## config.mk

```make
export PLATFORM = sky130hd
export DESIGN_NAME = mips_fetch_unit
export DESIGN_NICKNAME = d
export VERILOG_FILES = /design/src/rtl/mips_fetch_unit.sv
export SDC_FILE = /design/constraint.sdc
export NUM_CORES = 1
export LEC_CHECK = 0
export ABC_AREA = 1
export CORE_ASPECT_RATIO = 1.2
export CORE_MARGIN = 2
export CORE_UTILIZATION = 35
export CTS_CLUSTER_DIAMETER = 100
export DETAILED_ROUTE_END_ITERATION = 10
export GPL_TIMING_DRIVEN = 0
export MAX_ROUTING_LAYER = met4
export PLACE_DENSITY = 0.65
export SLEW_MARGIN = 40
export SYNTH_ARGS = -nofsm -noshare
export SYNTH_HDL_FRONTEND = slang
export SYNTH_SLANG_ARGS = --single-unit
```

## constraint.sdc

```tcl
create_clock -name clock -period 3.4 [get_ports clock]
set_input_delay 0.34 -clock clock [delete_from_list [all_inputs] [get_ports clock]]
set_output_delay 0.34 -clock clock [all_outputs]
set_load 0.1 [all_outputs]
```

## src/rtl/mips_fetch_unit.sv

```systemverilog
// Instruction-fetch / PC stage feeding mips_decode: fetches over req/ready, holds the word, picks next PC on accept.
// Optional FETCH_EPC_EN adds an epc output capturing the PC of the last excepting accept.
module mips_fetch_unit #(
    parameter logic [31:0] RESET_PC   = 32'h0040_0000,
    parameter logic [31:0] EXC_VECTOR = 32'h8000_0180
) (
    input  logic        clock,
    input  logic        reset,
    output logic        imem_req,
    output logic [31:0] imem_addr,
    input  logic        imem_ready,
    input  logic [31:0] imem_rdata,
    input  logic        stall,
    input  logic [1:0]  control_type,
    input  logic        except,
    input  logic [31:0] rs_data,
    output logic [31:0] inst,
    output logic        inst_valid,
    output logic [5:0]  opcode,
    output logic [5:0]  funct,
    output logic [31:0] pc,
    output logic [31:0] pc_plus4,
`ifdef FETCH_EPC_EN
    output logic [31:0] epc,
`endif
    output logic [31:0] instr_count
);

    localparam int unsigned XLEN = 32;

    localparam logic [1:0] CT_SEQ    = 2'd0;
    localparam logic [1:0] CT_BRANCH = 2'd1;
    localparam logic [1:0] CT_J      = 2'd2;
    localparam logic [1:0] CT_JR     = 2'd3;

    typedef enum logic {
        FETCH = 1'b0,
        VALID = 1'b1
    } state_t;

    state_t            r_state;
    logic [XLEN-1:0]   r_pc;
    logic [XLEN-1:0]   r_inst;
    logic [XLEN-1:0]   r_instr_count;
    logic              r_imem_req;
    logic              r_inst_valid;
`ifdef FETCH_EPC_EN
    logic [XLEN-1:0]   r_epc;
`endif

    logic [XLEN-1:0]   w_pc_plus4;
    logic [XLEN-1:0]   w_branch_off;
    logic [XLEN-1:0]   w_next_pc;
    logic              w_unused_rs_lo;

    assign w_pc_plus4     = r_pc + XLEN'(4);
    assign w_branch_off   = {{14{r_inst[15]}}, r_inst[15:0], 2'b00};
    assign w_unused_rs_lo = ^rs_data[1:0];

    // Next-PC select; exception redirect overrides the decoded control type.
    always_comb begin
        w_next_pc = w_pc_plus4;
        if (except) begin
            w_next_pc = EXC_VECTOR;
        end else begin
            case (control_type)
                CT_SEQ:    w_next_pc = w_pc_plus4;
                CT_BRANCH: w_next_pc = w_pc_plus4 + w_branch_off;
                CT_J:      w_next_pc = {w_pc_plus4[31:28], r_inst[25:0], 2'b00};
                CT_JR:     w_next_pc = {rs_data[31:2], 2'b00};
                default:   w_next_pc = w_pc_plus4;
            endcase
        end
    end

    // Fetch/hold sequencer with registered handshake outputs.
    always_ff @(posedge clock or negedge reset) begin
        if (!reset) begin
            r_state       <= FETCH;
            r_pc          <= RESET_PC;
            r_inst        <= '0;
            r_instr_count <= '0;
            r_imem_req    <= 1'b1;
            r_inst_valid  <= 1'b0;
`ifdef FETCH_EPC_EN
            r_epc         <= '0;
`endif
        end else begin
            case (r_state)
                FETCH: begin
                    if (imem_ready) begin
                        r_inst       <= imem_rdata;
                        r_state      <= VALID;
                        r_imem_req   <= 1'b0;
                        r_inst_valid <= 1'b1;
                    end
                end
                VALID: begin
                    if (!stall) begin
                        r_pc          <= w_next_pc;
                        r_instr_count <= r_instr_count + XLEN'(1);
                        r_state       <= FETCH;
                        r_imem_req    <= 1'b1;
                        r_inst_valid  <= 1'b0;
`ifdef FETCH_EPC_EN
                        if (except) begin
                            r_epc <= r_pc;
                        end
`endif
                    end
                end
                default: begin
                    r_state      <= FETCH;
                    r_imem_req   <= 1'b1;
                    r_inst_valid <= 1'b0;
                end
            endcase
        end
    end

    assign imem_req    = r_imem_req;
    assign imem_addr   = r_pc;
    assign inst        = r_inst;
    assign inst_valid  = r_inst_valid;
    assign opcode      = r_inst[31:26];
    assign funct       = r_inst[5:0];
    assign pc          = r_pc;
    assign pc_plus4    = w_pc_plus4;
    assign instr_count = r_instr_count;
`ifdef FETCH_EPC_EN
    assign epc         = r_epc;
`endif

endmodule

```

==> parameters.txt, run 1 <==
Parameter                              Value

Outcome
  Run status    complete, no violations

Power and ir drop
  Leak pwr    5.82 nW
  Peak VDD IR    around 0.50 mV
  Total chip power    8.44 mW
  Cell-internal power    slightly above 3 mW
  Seq pwr share    0.210
  Combinational power share    0.666
  Power spent charging and discharging nets    5.33 mW
  Ratio of total power to cell area    about 750 nW/um2
  Clock network power share    0.124
  Switching part of the total power    0.632

Worst setup path
  Peak fanout along the critical path    4
  Sort of element at the end of the critical path    register
  Data arrival time at the worst-slack endpoint    between 3 and 4 ns
  Critical Path Start    imem_addr[11]$_DFFE_PN0P_
  Critical path cell sequence    nand2_1 > nor2_4 > inv_1 > nor2_4 > nand2_2 > nor2_4 > xnor2_2 > clkinvlp_4 > ha_4 > nand2_4 > inv_1 > nand2_1 > and2_1 > nand2_1 > nand2_1 > nand2_1 > inv_1 > nand2_1 > nand2_1 > nand3_1 > nand3_1 > nand2_1 > inv_1
  Crit start category    register
  Logic depth of the worst register-to-register path    23
  WS Path Type    register to register
  Required time reported for the critical path endpoint    ~3.7 ns
  FF-to-FF Start    imem_addr[11]$_DFFE_PN0P_
  Crit path max-delay cell type    sky130_fd_sc_hd__dfrtp_4
  Most frequent cell on the critical path    sky130_fd_sc_hd__nand2_1
  Delay contributed by the slowest stage of the critical path    about 0.44 ns

Detailed routing
  Number of violations reported at the end of detailed-routing iteration 0    about 540
  Count of TritonRoute iterations in the first routing pass    5
  Drc violations    0
  Via count of the routed design    8939
  Routed wire length    ~31 mm
  Routed length per placed instance    roughly 17 um
  Number of vias per cell after detailed routing    a little under 5
  Post-detailed-route count of antenna-violating nets    0

Yosys
  Count of cell types in the netlist    43
  Post-synthesis average cell area    roughly 6.6 um2
  EDFF count, synth    0
  Number of instances in the synthesized netlist    1231
  Most frequently used flop master after synthesis    sky130_fd_sc_hd__dfrtp_1
  Share of the yosys chip area belonging to registers    0.298
  Number of synthesis warnings    0
  FFs w/ async S/R, synth    1.00
  Netlist Area Pre-Place    ~8100 um2
  Synthesized flop and latch total    slightly below 100

Cells and area
  Final Instance Area    11200 um2
  Leading cell type in the layout, fill and taps excluded    sky130_fd_sc_hd__nand2_1
  Most used cells in the layout excluding fill and tap cells    425 x sky130_fd_sc_hd__nand2_1, 174 x sky130_fd_sc_hd__buf_2, 130 x sky130_fd_sc_hd__inv_1
  Util after Layout    0.486
  Layout Area Growth over Synthesis    37.5%
  Total number of nets in the final design    1600
  Number of filler cells placed in the layout    around 2400
  Layout cell share with drive strength beyond 1    0.272
  Fin cells    ~1800

Clock network
  Clk_lat worst skew    0.36 ns
  Total number of H-tree levels    3
  Clock transition at the registers of the reported paths    around 0.080 ns
  Bufs on Longest Clock Path    2
  Number of CTS-inserted buffers    9
  CTS Root Buffer Type    sky130_fd_sc_hd__clkbuf_16
  CTS tree    done
  Clock tree sinks    97

STA
  Final worst-path cycle share    0.940
  Max-slew violation count    0
  Tightest Pin Transition    approximately 0.71 ns
  Hold Fails Final Rpt    0
  Max Freq    roughly 310 MHz
  Final critical path time including I/O delays and setup    roughly 3.2 ns
  Maximum clock skew at final layout    0.0144 ns
  Final worst-path setup slack    0.204 ns
  Final setup TNS    0 ns
  Final setup violating endpoints    0
  Max_slew headroom    0.527
  Hold Slack    0.483 ns

Placed design
  Cell area after placement    around 11000 um2
  Placed insts    1786
  Setup Slack @ Placement    -0.160 ns
  Half-perimeter wire length of the detailed placement result    between 20 and 30 mm
  Count of input and output buffers    about 230
  Gpl congestion    ~0.95

GRT
  Number of antenna violations at the first check in global routing    1
  Pin count of the biggest net entering global routing    51
  Number of global-route vias before repair    about 8400
  Wire length of the first global-routing pass    between 40 and 50 mm
  Aggregate global routing overflow    0
  GRT Resource Usage Total    0.261

Die
  Number of rows created at floorplan    61
  Initial standard-cell utilization of the core    0.353
  Core Area    between 20000 and 25000 um2
  Horizontal die dimension    roughly 140 um
  I/O pin count    around 250
  Die area    ~24000 um2
  Die Span Y    171 um

Flow run
  Max-Cap Viols    0

Hold path
  Type of the worst min-delay path    primary input to async pin
[synthesized netlist by cell type, types with 4 or more instances]
master | count | area [um2]
sky130_fd_sc_hd__o21ai_0 | 60 | 300
sky130_fd_sc_hd__nor4_1 | 5 | 31.3
sky130_fd_sc_hd__nand2_4 | 4 | 45.0
sky130_fd_sc_hd__xor2_1 | 34 | 298
sky130_fd_sc_hd__dfrtp_1 | 95 | 2380
sky130_fd_sc_hd__clkbuf_1 | 17 | 63.8
sky130_fd_sc_hd__o21a_1 | 4 | 30.0
sky130_fd_sc_hd__o22ai_1 | 5 | 31.3
sky130_fd_sc_hd__and2_1 | 4 | 25.0
sky130_fd_sc_hd__ha_1 | 38 | 475
sky130_fd_sc_hd__buf_4 | 48 | 360
sky130_fd_sc_hd__o21bai_1 | 10 | 75.1
sky130_fd_sc_hd__nand2_2 | 9 | 56.3
sky130_fd_sc_hd__nor2_4 | 8 | 90.1
sky130_fd_sc_hd__nor2_2 | 9 | 56.3
sky130_fd_sc_hd__buf_2 | 6 | 30.0
sky130_fd_sc_hd__a21oi_1 | 47 | 235
sky130_fd_sc_hd__nand4_1 | 22 | 138
sky130_fd_sc_hd__xnor2_1 | 20 | 175
sky130_fd_sc_hd__nor2_1 | 94 | 353
sky130_fd_sc_hd__inv_1 | 134 | 503
sky130_fd_sc_hd__nand2_1 | 440 | 1650
sky130_fd_sc_hd__nor3_1 | 16 | 80.1
sky130_fd_sc_hd__nand3_1 | 64 | 320
[routing by layer]
layer  wire length (um)  vias up  track usage
met2              15300      316        0.432
li1                   -     4375            -
met5                  0        -            -
met4                967        0       0.0997
met1              12700     4193        0.312
met3               2350       55       0.0543
[layout make-up]
cell class,count,area (um2),share of cell area
repair buffers,243,1600,0.143
inverters,140,537,0.0479
plain buffers,71,454,0.0406
clock inverters,6,57.6,0.00514
well taps,315,394,0.0352
diodes,1,2.50,0.000224
clock buffers,10,239,0.0213
flip-flops and latches,97,2500,0.223
multi-input cells,928,5410,0.484
[logic make-up after synthesis]
family                   after synthesis  synth area share
AND/OR/NAND/NOR                      688             0.364
other                                  1          0.000461
buffers and inverters                211             0.120
adder cells (fa/ha/maj)               39            0.0609
flip-flops                            97             0.298
AO/OA/AOI/OAI                        140            0.0958
XOR/XNOR                              55            0.0601
[registers in the layout, indices dropped and copies added (netlist names)]
signal and cells:
imem_addr 30, imem_req 1, inst 32, inst_valid 1
instr_count 32, r_state 1
[timing repair]
item | in CTS | in global routing
pin swaps | 1 | 5
hold buffers | 1 | 0
gates resized for setup | 8 | 48
setup buffers | 1 | 6
setup endpoints to repair | 3 | 19
hold endpoints to repair | 48 | 0
[path summary, 6_finish.rpt]
check / endpoint / slack, ns
worst max register to register: imem_addr[31]$_DFFE_PN0P_ / 0.20
worst max-delay path: imem_addr[31]$_DFFE_PN0P_ / 0.20
worst min-delay path: inst[31]$_DFFE_PN0P_ / 0.48
worst min register to register: inst_valid$_DFFE_PN0P_ / 0.50
max in group asynchronous: imem_req$_DFFE_PN1P_ / 2.28
min in group clock: inst_valid$_DFFE_PN0P_ / 0.50
[power groups by stage]
stage          logic [mW]  registers [mW]  clock network, mW
3_5_place_dp         5.46            1.79                  0
3_3_place_gp         5.80            1.80                  0
5_1_grt              5.94            1.81               1.12
2_1_floorplan        3.04            3.13                  0
4_1_cts              5.49            1.77               1.07
6_report             5.62            1.77               1.05
[critical path: cells and delay by family, from the launching register on]
kind                     cells  cell delay, ns
buffers and inverters        5            0.44
AND/OR/NAND/NOR             16            1.70
adder cells (fa/ha/maj)      1            0.32
flip-flops                   1            0.44
XOR/XNOR                     1            0.16
Note: power is estimated with default switching activity, not from simulation.
==> inputs of run 2 (changes only) <==
--- a/config.mk
+++ b/config.mk
@@ -11,9 +11,10 @@
 export CORE_UTILIZATION = 35
 export CTS_CLUSTER_DIAMETER = 100
 export DETAILED_ROUTE_END_ITERATION = 10
+export DONT_BUFFER_PORTS = 1
 export GPL_TIMING_DRIVEN = 0
 export MAX_ROUTING_LAYER = met4
-export PLACE_DENSITY = 0.65
+export PLACE_DENSITY = 0.52
 export SLEW_MARGIN = 40
 export SYNTH_ARGS = -nofsm -noshare
 export SYNTH_HDL_FRONTEND = slang
==> parameters.txt, run 2 (same netlist as run 1, synthesis figures left out) <==
Parameter                              Value

Worst setup path
  Register-to-register path setup slack    -0.60 ns (-0.81 ns)
  WS Path Type    register to register
  Critical path buffers and inverters    2 (-3)
  Data arrival time at the worst-slack endpoint    4.25 ns (+0.81 ns)
  Crit path max-delay family    simple AND/OR/NAND/NOR gates
  Reg-to-reg critical path endpoint    imem_addr[15]$_DFFE_PN0P_
  Delay contributed by the slowest stage of the critical path    0.69 ns (+0.25 ns)
  Peak fanout along the critical path    6 (+2)
  Crit path max-delay cell type    sky130_fd_sc_hd__xor2_4
  Sort of element at the end of the critical path    register
  Critical path cell sequence    clkinvlp_4 > nor2_2 > nand2_2 > nor2_4 > xor2_4 > ha_4 > nand2_4 > inv_2 > nand2_2 > nand2_2 > a21oi_2 > nand2_2 > or2_4 > nand3_2 > nand3_2 > nand3_2 > nand2_1
  Critical Path Start    imem_addr[2]$_DFFE_PN0P_
  Most frequent cell on the critical path    sky130_fd_sc_hd__nand2_2
  FF-to-FF Start    imem_addr[2]$_DFFE_PN0P_
  Required time reported for the critical path endpoint    3.65 ns (about the same)
  Crit start category    register
  Logic depth of the worst register-to-register path    17 (-26%)

GRT
  GRT Resource Usage Total    0.259 (-0.00139)
  Aggregate global routing overflow    0 (unchanged)
  Number of global-route vias before repair    7958 (-5.1%)
  Number of antenna violations at the first check in global routing    0 (-1)
  Pin count of the biggest net entering global routing    98 (+92%)
  Wire length of the first global-routing pass    46.0 mm (-1.9%)

Detailed routing
  Number of violations reported at the end of detailed-routing iteration 0    383 (-29%)
  Routed length per placed instance    19.5 um (+13%)
  Post-detailed-route count of antenna-violating nets    0 (unchanged)
  Via count of the routed design    8068 (-9.7%)
  Number of vias per cell after detailed routing    5.06 (+2.5%)
  Count of TritonRoute iterations in the first routing pass    5 (unchanged)
  Drc violations    0 (unchanged)
  Routed wire length    31.1 mm (-0.63%)

STA
  Setup repair after global routing missed its margin    true
  Tightest Pin Transition    0.887 ns (+0.176 ns)
  Max_slew headroom    0.409 (-0.118)
  Final worst-path cycle share    1.18 (+0.237)
  Final critical path time including I/O delays and setup    4.00 ns (+0.807 ns)
  Maximum clock skew at final layout    0.0112 ns (-0.00320 ns)
  Max Freq    250 MHz (-20%)
  Max-slew violation count    0 (unchanged)
  Hold Slack    0.0918 ns (-0.391 ns)
  Hold Fails Final Rpt    0 (unchanged)
  Final worst-path setup slack    -0.604 ns (-0.807 ns)
  Final setup violating endpoints    23 (+23)

Cells and area
  Most used cells in the layout excluding fill and tap cells    401 x sky130_fd_sc_hd__nand2_1, 123 x sky130_fd_sc_hd__inv_1, 73 x sky130_fd_sc_hd__nor2_1
  Util after Layout    0.457 (-0.0290)
  Total number of nets in the final design    1384 (-14%)
  Layout Area Growth over Synthesis    29.3%
  Leading cell type in the layout, fill and taps excluded    sky130_fd_sc_hd__nand2_1
  Layout cell share with drive strength beyond 1    0.317 (+0.0451)
  Antenna fix cells    0 (-1)

Clock network
  CTS Root Buffer Type    sky130_fd_sc_hd__clkbuf_16
  Number of CTS-inserted buffers    9 (unchanged)
  Clock transition at the registers of the reported paths    0.08 ns (about the same)
  Total number of H-tree levels    3 (unchanged)
  CTS tree    done
  Clk_lat worst skew    0.36 ns (about the same)
  Clock tree sinks    97 (unchanged)
  Bufs on Longest Clock Path    2 (unchanged)

Hold path
  Type of the worst min-delay path    primary input to register
  Startpoint of the tightest hold check path    imem_rdata[9]
  Hold EP    inst[9]$_DFFE_PN0P_
  Cell depth of the worst min-delay path    2

Outcome
  Violations in the final reports    negative setup slack
  Run status    complete, but fails checks

Die
  Number of rows created at floorplan    61 (unchanged)
  Initial standard-cell utilization of the core    0.353 (unchanged)
  Core Area    23000 um2 (unchanged)
  I/O pin count    245 (unchanged)
  Die area    24500 um2 (unchanged)
  Horizontal die dimension    143 um (unchanged)
  Die Span Y    171 um (unchanged)

Power and ir drop
  Leak pwr    4.90 nW (-16%)
  Ratio of total power to cell area    812 nW/um2 (+7.7%)
  Peak VDD IR    0.439 mV (-12%)

Placed design
  Setup Slack @ Placement    -1.00 ns (-0.844 ns)
  Half-perimeter wire length of the detailed placement result    24.5 mm (-4.3%)
  Gpl congestion    0.927 (-2.9%)
  Count of input and output buffers    0 (-100%)

Flow run
  Max-Cap Viols    0 (unchanged)
## run 2: metrics by stage
stage                     cells  setup TNS, ns  power (mW)  cell area [um2]
final                      1594         -11.52        8.55            10500
after global routing       1594         -14.99        8.93            10500
after CTS                  1587         -11.37        8.35            10200
after detailed placement   1553         -15.97        6.87             9240
after global placement     1551         -15.92        6.78             9060
after floorplan            1236          -3.18        6.17             8670
## run 2: layout make-up
type	count	area, um2
plain buffers	71	454
clock buffers	9	225
clock inverters	7	95.1
fillers	2434	12500
inverters	140	541
multi-input cells	928	5950
flip-flops and latches	97	2610
well taps	315	394
repair buffers	27	262
## run 2: timing repair
| item | in CTS | in global routing |
|---|---|---|
| hold endpoints to repair | 97 | 0 |
| buffers inserted | 16 | 8 |
| pin swaps | 45 | 45 |
| gates resized for setup | 98 | 77 |
| endpoints found under the setup margin | 23 | 26 |
| hold buffers | 2 | 0 |
## run 2: how the worst max path moves through the flow
stage,cells after the start,slack (ns),end
after CTS,17,-0.60,imem_addr[20]$_DFFE_PN0P_
final,17,-0.60,imem_addr[15]$_DFFE_PN0P_
after detailed placement,18,-1.00,imem_addr[29]$_DFFE_PN0P_
after global routing,20,-0.77,imem_addr[31]$_DFFE_PN0P_
after global placement,18,-0.99,imem_addr[29]$_DFFE_PN0P_
after floorplan,17,-0.27,imem_addr[15]$_DFFE_PN0P_
## run 2: power by group
part / switching (mW) / internal, mW / leakage [nW] / total, mW
Sequential: 1.96 / 1.40 / 1.11 / 3.35
Clock: 0.550 / 0.596 / 0.157 / 1.15
Combinational: 2.95 / 1.09 / 3.64 / 4.05
## run 2: layer usage
layer / up-vias / share of wire / track usage
met5: - / 0 / -
met4: 0 / 0.026 / 0.0861
met3: 49 / 0.060 / 0.0465
met2: 235 / 0.49 / 0.429
met1: 3831 / 0.42 / 0.320
li1: 3953 / - / -
==> inputs of run 3 (changes only) <==
--- a/config.mk
+++ b/config.mk
@@ -6,9 +6,10 @@
 export NUM_CORES = 1
 export LEC_CHECK = 0
 export ABC_AREA = 1
-export CORE_ASPECT_RATIO = 1.2
+export ABC_CLOCK_PERIOD_IN_PS = 3400
 export CORE_MARGIN = 2
 export CORE_UTILIZATION = 35
+export CTS_BUF_LIST = sky130_fd_sc_hd__clkbuf_4 sky130_fd_sc_hd__clkbuf_8 sky130_fd_sc_hd__clkbuf_16
 export CTS_CLUSTER_DIAMETER = 100
 export DETAILED_ROUTE_END_ITERATION = 10
 export DONT_BUFFER_PORTS = 1
==> parameters.txt, run 3 (same netlist as run 1, synthesis figures left out) <==
Parameter                              Value

GRT
  Wire length of the first global-routing pass    46.4 mm (+0.96%)
  Aggregate global routing overflow    0 (unchanged)
  Pin count of the biggest net entering global routing    98 (unchanged)
  Number of antenna violations at the first check in global routing    1 (+1)
  Number of global-route vias before repair    7788 (-2.1%)
  GRT Resource Usage Total    0.260 (+0.000662)

Hold path
  Hold EP    inst[9]$_DFFE_PN0P_
  Cell depth of the worst min-delay path    2 (unchanged)
  Startpoint of the tightest hold check path    imem_rdata[9]
  Type of the worst min-delay path    primary input to register

Die
  Initial standard-cell utilization of the core    0.358 (+0.00529)
  I/O pin count    245 (unchanged)
  Horizontal die dimension    157 um (+9.3%)
  Die area    24500 um2 (about the same)
  Core Area    22700 um2 (-1.5%)
  Die Span Y    157 um (-8.5%)
  Number of rows created at floorplan    55 (-9.8%)

Clock network
  Bufs on Longest Clock Path    2 (unchanged)
  Total number of H-tree levels    3 (unchanged)
  Clock tree sinks    97 (unchanged)
  CTS Root Buffer Type    sky130_fd_sc_hd__clkbuf_16
  Clk_lat worst skew    0.36 ns (about the same)
  Clock transition at the registers of the reported paths    0.08 ns (about the same)
  Number of CTS-inserted buffers    9 (unchanged)
  CTS tree    done

STA
  Hold Fails Final Rpt    0 (unchanged)
  Max Freq    257 MHz (+2.9%)
  Final setup TNS    -8.51 ns (+3.01 ns)
  Final worst-path setup slack    -0.490 ns (+0.114 ns)
  Tightest Pin Transition    0.894 ns (+0.00756 ns)
  Final setup violating endpoints    23 (unchanged)
  Maximum clock skew at final layout    0.0159 ns (+0.00470 ns)
  Max-slew violation count    0 (unchanged)
  Setup repair after global routing missed its margin    true
  Final critical path time including I/O delays and setup    3.89 ns (-0.114 ns)
  Final worst-path cycle share    1.14 (-0.0335)
  Max_slew headroom    0.403 (-0.00599)

Worst setup path
  Register-to-register path setup slack    -0.49 ns (+0.11 ns)
  Peak fanout along the critical path    6 (unchanged)
  Logic depth of the worst register-to-register path    19 (+2)
  Reg-to-reg critical path endpoint    imem_addr[29]$_DFFE_PN0P_
  Sort of element at the end of the critical path    register
  Data arrival time at the worst-slack endpoint    4.13 ns (-0.12 ns)
  FF-to-FF Start    imem_addr[7]$_DFFE_PN0P_
  WS Path Type    register to register
  Crit start category    register
  Required time reported for the critical path endpoint    3.64 ns (about the same)

Detailed routing
  Number of vias per cell after detailed routing    5.17 (+2.1%)
  Drc violations    0 (unchanged)
  Post-detailed-route count of antenna-violating nets    0 (unchanged)
  Routed wire length    31.1 mm (+0.11%)
  Count of TritonRoute iterations in the first routing pass    5 (unchanged)
  Via count of the routed design    8126 (+0.72%)
  Number of violations reported at the end of detailed-routing iteration 0    431 (+13%)
  Routed length per placed instance    19.8 um (+1.4%)

Outcome
  Violations in the final reports    negative setup slack
  Run status    complete, but fails checks

Cells and area
  Leading cell type in the layout, fill and taps excluded    sky130_fd_sc_hd__nand2_1
  Most used cells in the layout excluding fill and tap cells    395 x sky130_fd_sc_hd__nand2_1, 123 x sky130_fd_sc_hd__inv_1, 74 x sky130_fd_sc_hd__dfrtp_2
  Layout cell share with drive strength beyond 1    0.326 (+0.00916)
  Final Instance Area    10700 um2 (+1.6%)
  Layout Area Growth over Synthesis    31.4%
  Number of filler cells placed in the layout    2322 (-4.6%)
  Total number of nets in the final design    1391 (+0.51%)

Placed design
  Count of input and output buffers    0 (unchanged)
  Half-perimeter wire length of the detailed placement result    24.9 mm (+1.4%)
  Cell area after placement    9210 um2 (-0.34%)
  Gpl congestion    0.993 (+7.1%)

Power and ir drop
  Leak pwr    4.97 nW (+1.4%)
  Ratio of total power to cell area    815 nW/um2 (+0.41%)
  Peak VDD IR    0.536 mV (+22%)

Flow run
  Max-Cap Viols    0 (unchanged)
run 3: final cells by class:
| cell class | count | area, um2 | area share |
|---|---|---|---|
| multi-input cells | 928 | 6030 | 0.564 |
| flip-flops and latches | 97 | 2600 | 0.243 |
| inverters | 140 | 539 | 0.0504 |
| plain buffers | 71 | 454 | 0.0425 |
| repair buffers | 34 | 407 | 0.0380 |
| well taps | 285 | 357 | 0.0333 |
| clock buffers | 11 | 240 | 0.0225 |
| clock inverters | 5 | 61.3 | 0.00573 |
| diodes | 2 | 5.00 | 0.000468 |
run 3: layer usage:
layer	up-vias	wire length (um)	track usage
met4	0	837	0.0799
met3	41	2130	0.0482
met1	3844	13700	0.342
li1	3978	-	-
met2	263	14500	0.407
met5	-	0	-
run 3: how the worst max path moves through the flow:
| stage | start | to | depth (start not counted) |
|---|---|---|---|
| after floorplan | imem_addr[2]$_DFFE_PN0P_ | imem_addr[15]$_DFFE_PN0P_ | 17 |
| after global placement | imem_addr[14]$_DFFE_PN0P_ | imem_addr[28]$_DFFE_PN0P_ | 19 |
| after detailed placement | imem_addr[14]$_DFFE_PN0P_ | imem_addr[26]$_DFFE_PN0P_ | 18 |
| after CTS | imem_addr[3]$_DFFE_PN0P_ | imem_addr[27]$_DFFE_PN0P_ | 20 |
| after global routing | imem_addr[4]$_DFFE_PN0P_ | imem_addr[27]$_DFFE_PN0P_ | 22 |
| final | imem_addr[7]$_DFFE_PN0P_ | imem_addr[29]$_DFFE_PN0P_ | 19 |
run 3: stage by stage:
stage	setup slack, ns	hold WS, ns	utilization	power, mW	instances
2_1_floorplan	-0.270	0.0444	-	6.17	1236
3_3_place_gp	-0.921	0.0469	0.397	6.83	1521
3_5_place_dp	-0.908	0.0489	0.406	6.91	1523
4_1_cts	-0.699	0.0861	0.440	8.32	1550
5_1_grt	-0.676	0.0965	0.471	9.11	1572
6_report	-0.490	0.0931	0.471	8.72	1573
run 3: timing repair:
action,CTS,global route
gates resized for setup,87,105
setup endpoints to repair,25,25
setup buffers,9,14
cloned,0,0
hold endpoints to repair,97,0
pin swaps,35,50
hold buffers,2,0
run 3: power by group:
part | internal (mW) | total (mW) | switching [mW]
sequential | 1.39 | 3.37 | 1.98
clock | 0.594 | 1.08 | 0.489
combinational | 1.22 | 4.26 | 3.05
total | 3.21 | 8.72 | 5.52
run 3: worst max-delay path, cell delays in order, from the launching register on:
cell and delay [ns]:
sky130_fd_sc_hd__dfrtp_4 0.69, sky130_fd_sc_hd__nand2_2 0.15, sky130_fd_sc_hd__nor2_2 0.22, sky130_fd_sc_hd__nand2_4 0.12, sky130_fd_sc_hd__buf_4 0.17, sky130_fd_sc_hd__nor3_4 0.20, sky130_fd_sc_hd__xnor2_2 0.18, sky130_fd_sc_hd__clkinvlp_4 0.54
sky130_fd_sc_hd__ha_4 0.51, sky130_fd_sc_hd__nand2_1 0.10, sky130_fd_sc_hd__nor2_2 0.14, sky130_fd_sc_hd__nand2_2 0.10, sky130_fd_sc_hd__nor3_2 0.19, sky130_fd_sc_hd__nand2_2 0.11, sky130_fd_sc_hd__nand2_1 0.07, sky130_fd_sc_hd__nand2_1 0.06
sky130_fd_sc_hd__nand3_2 0.07, sky130_fd_sc_hd__nand2_1 0.06, sky130_fd_sc_hd__nand2_1 0.06, sky130_fd_sc_hd__nand2_1 0.04
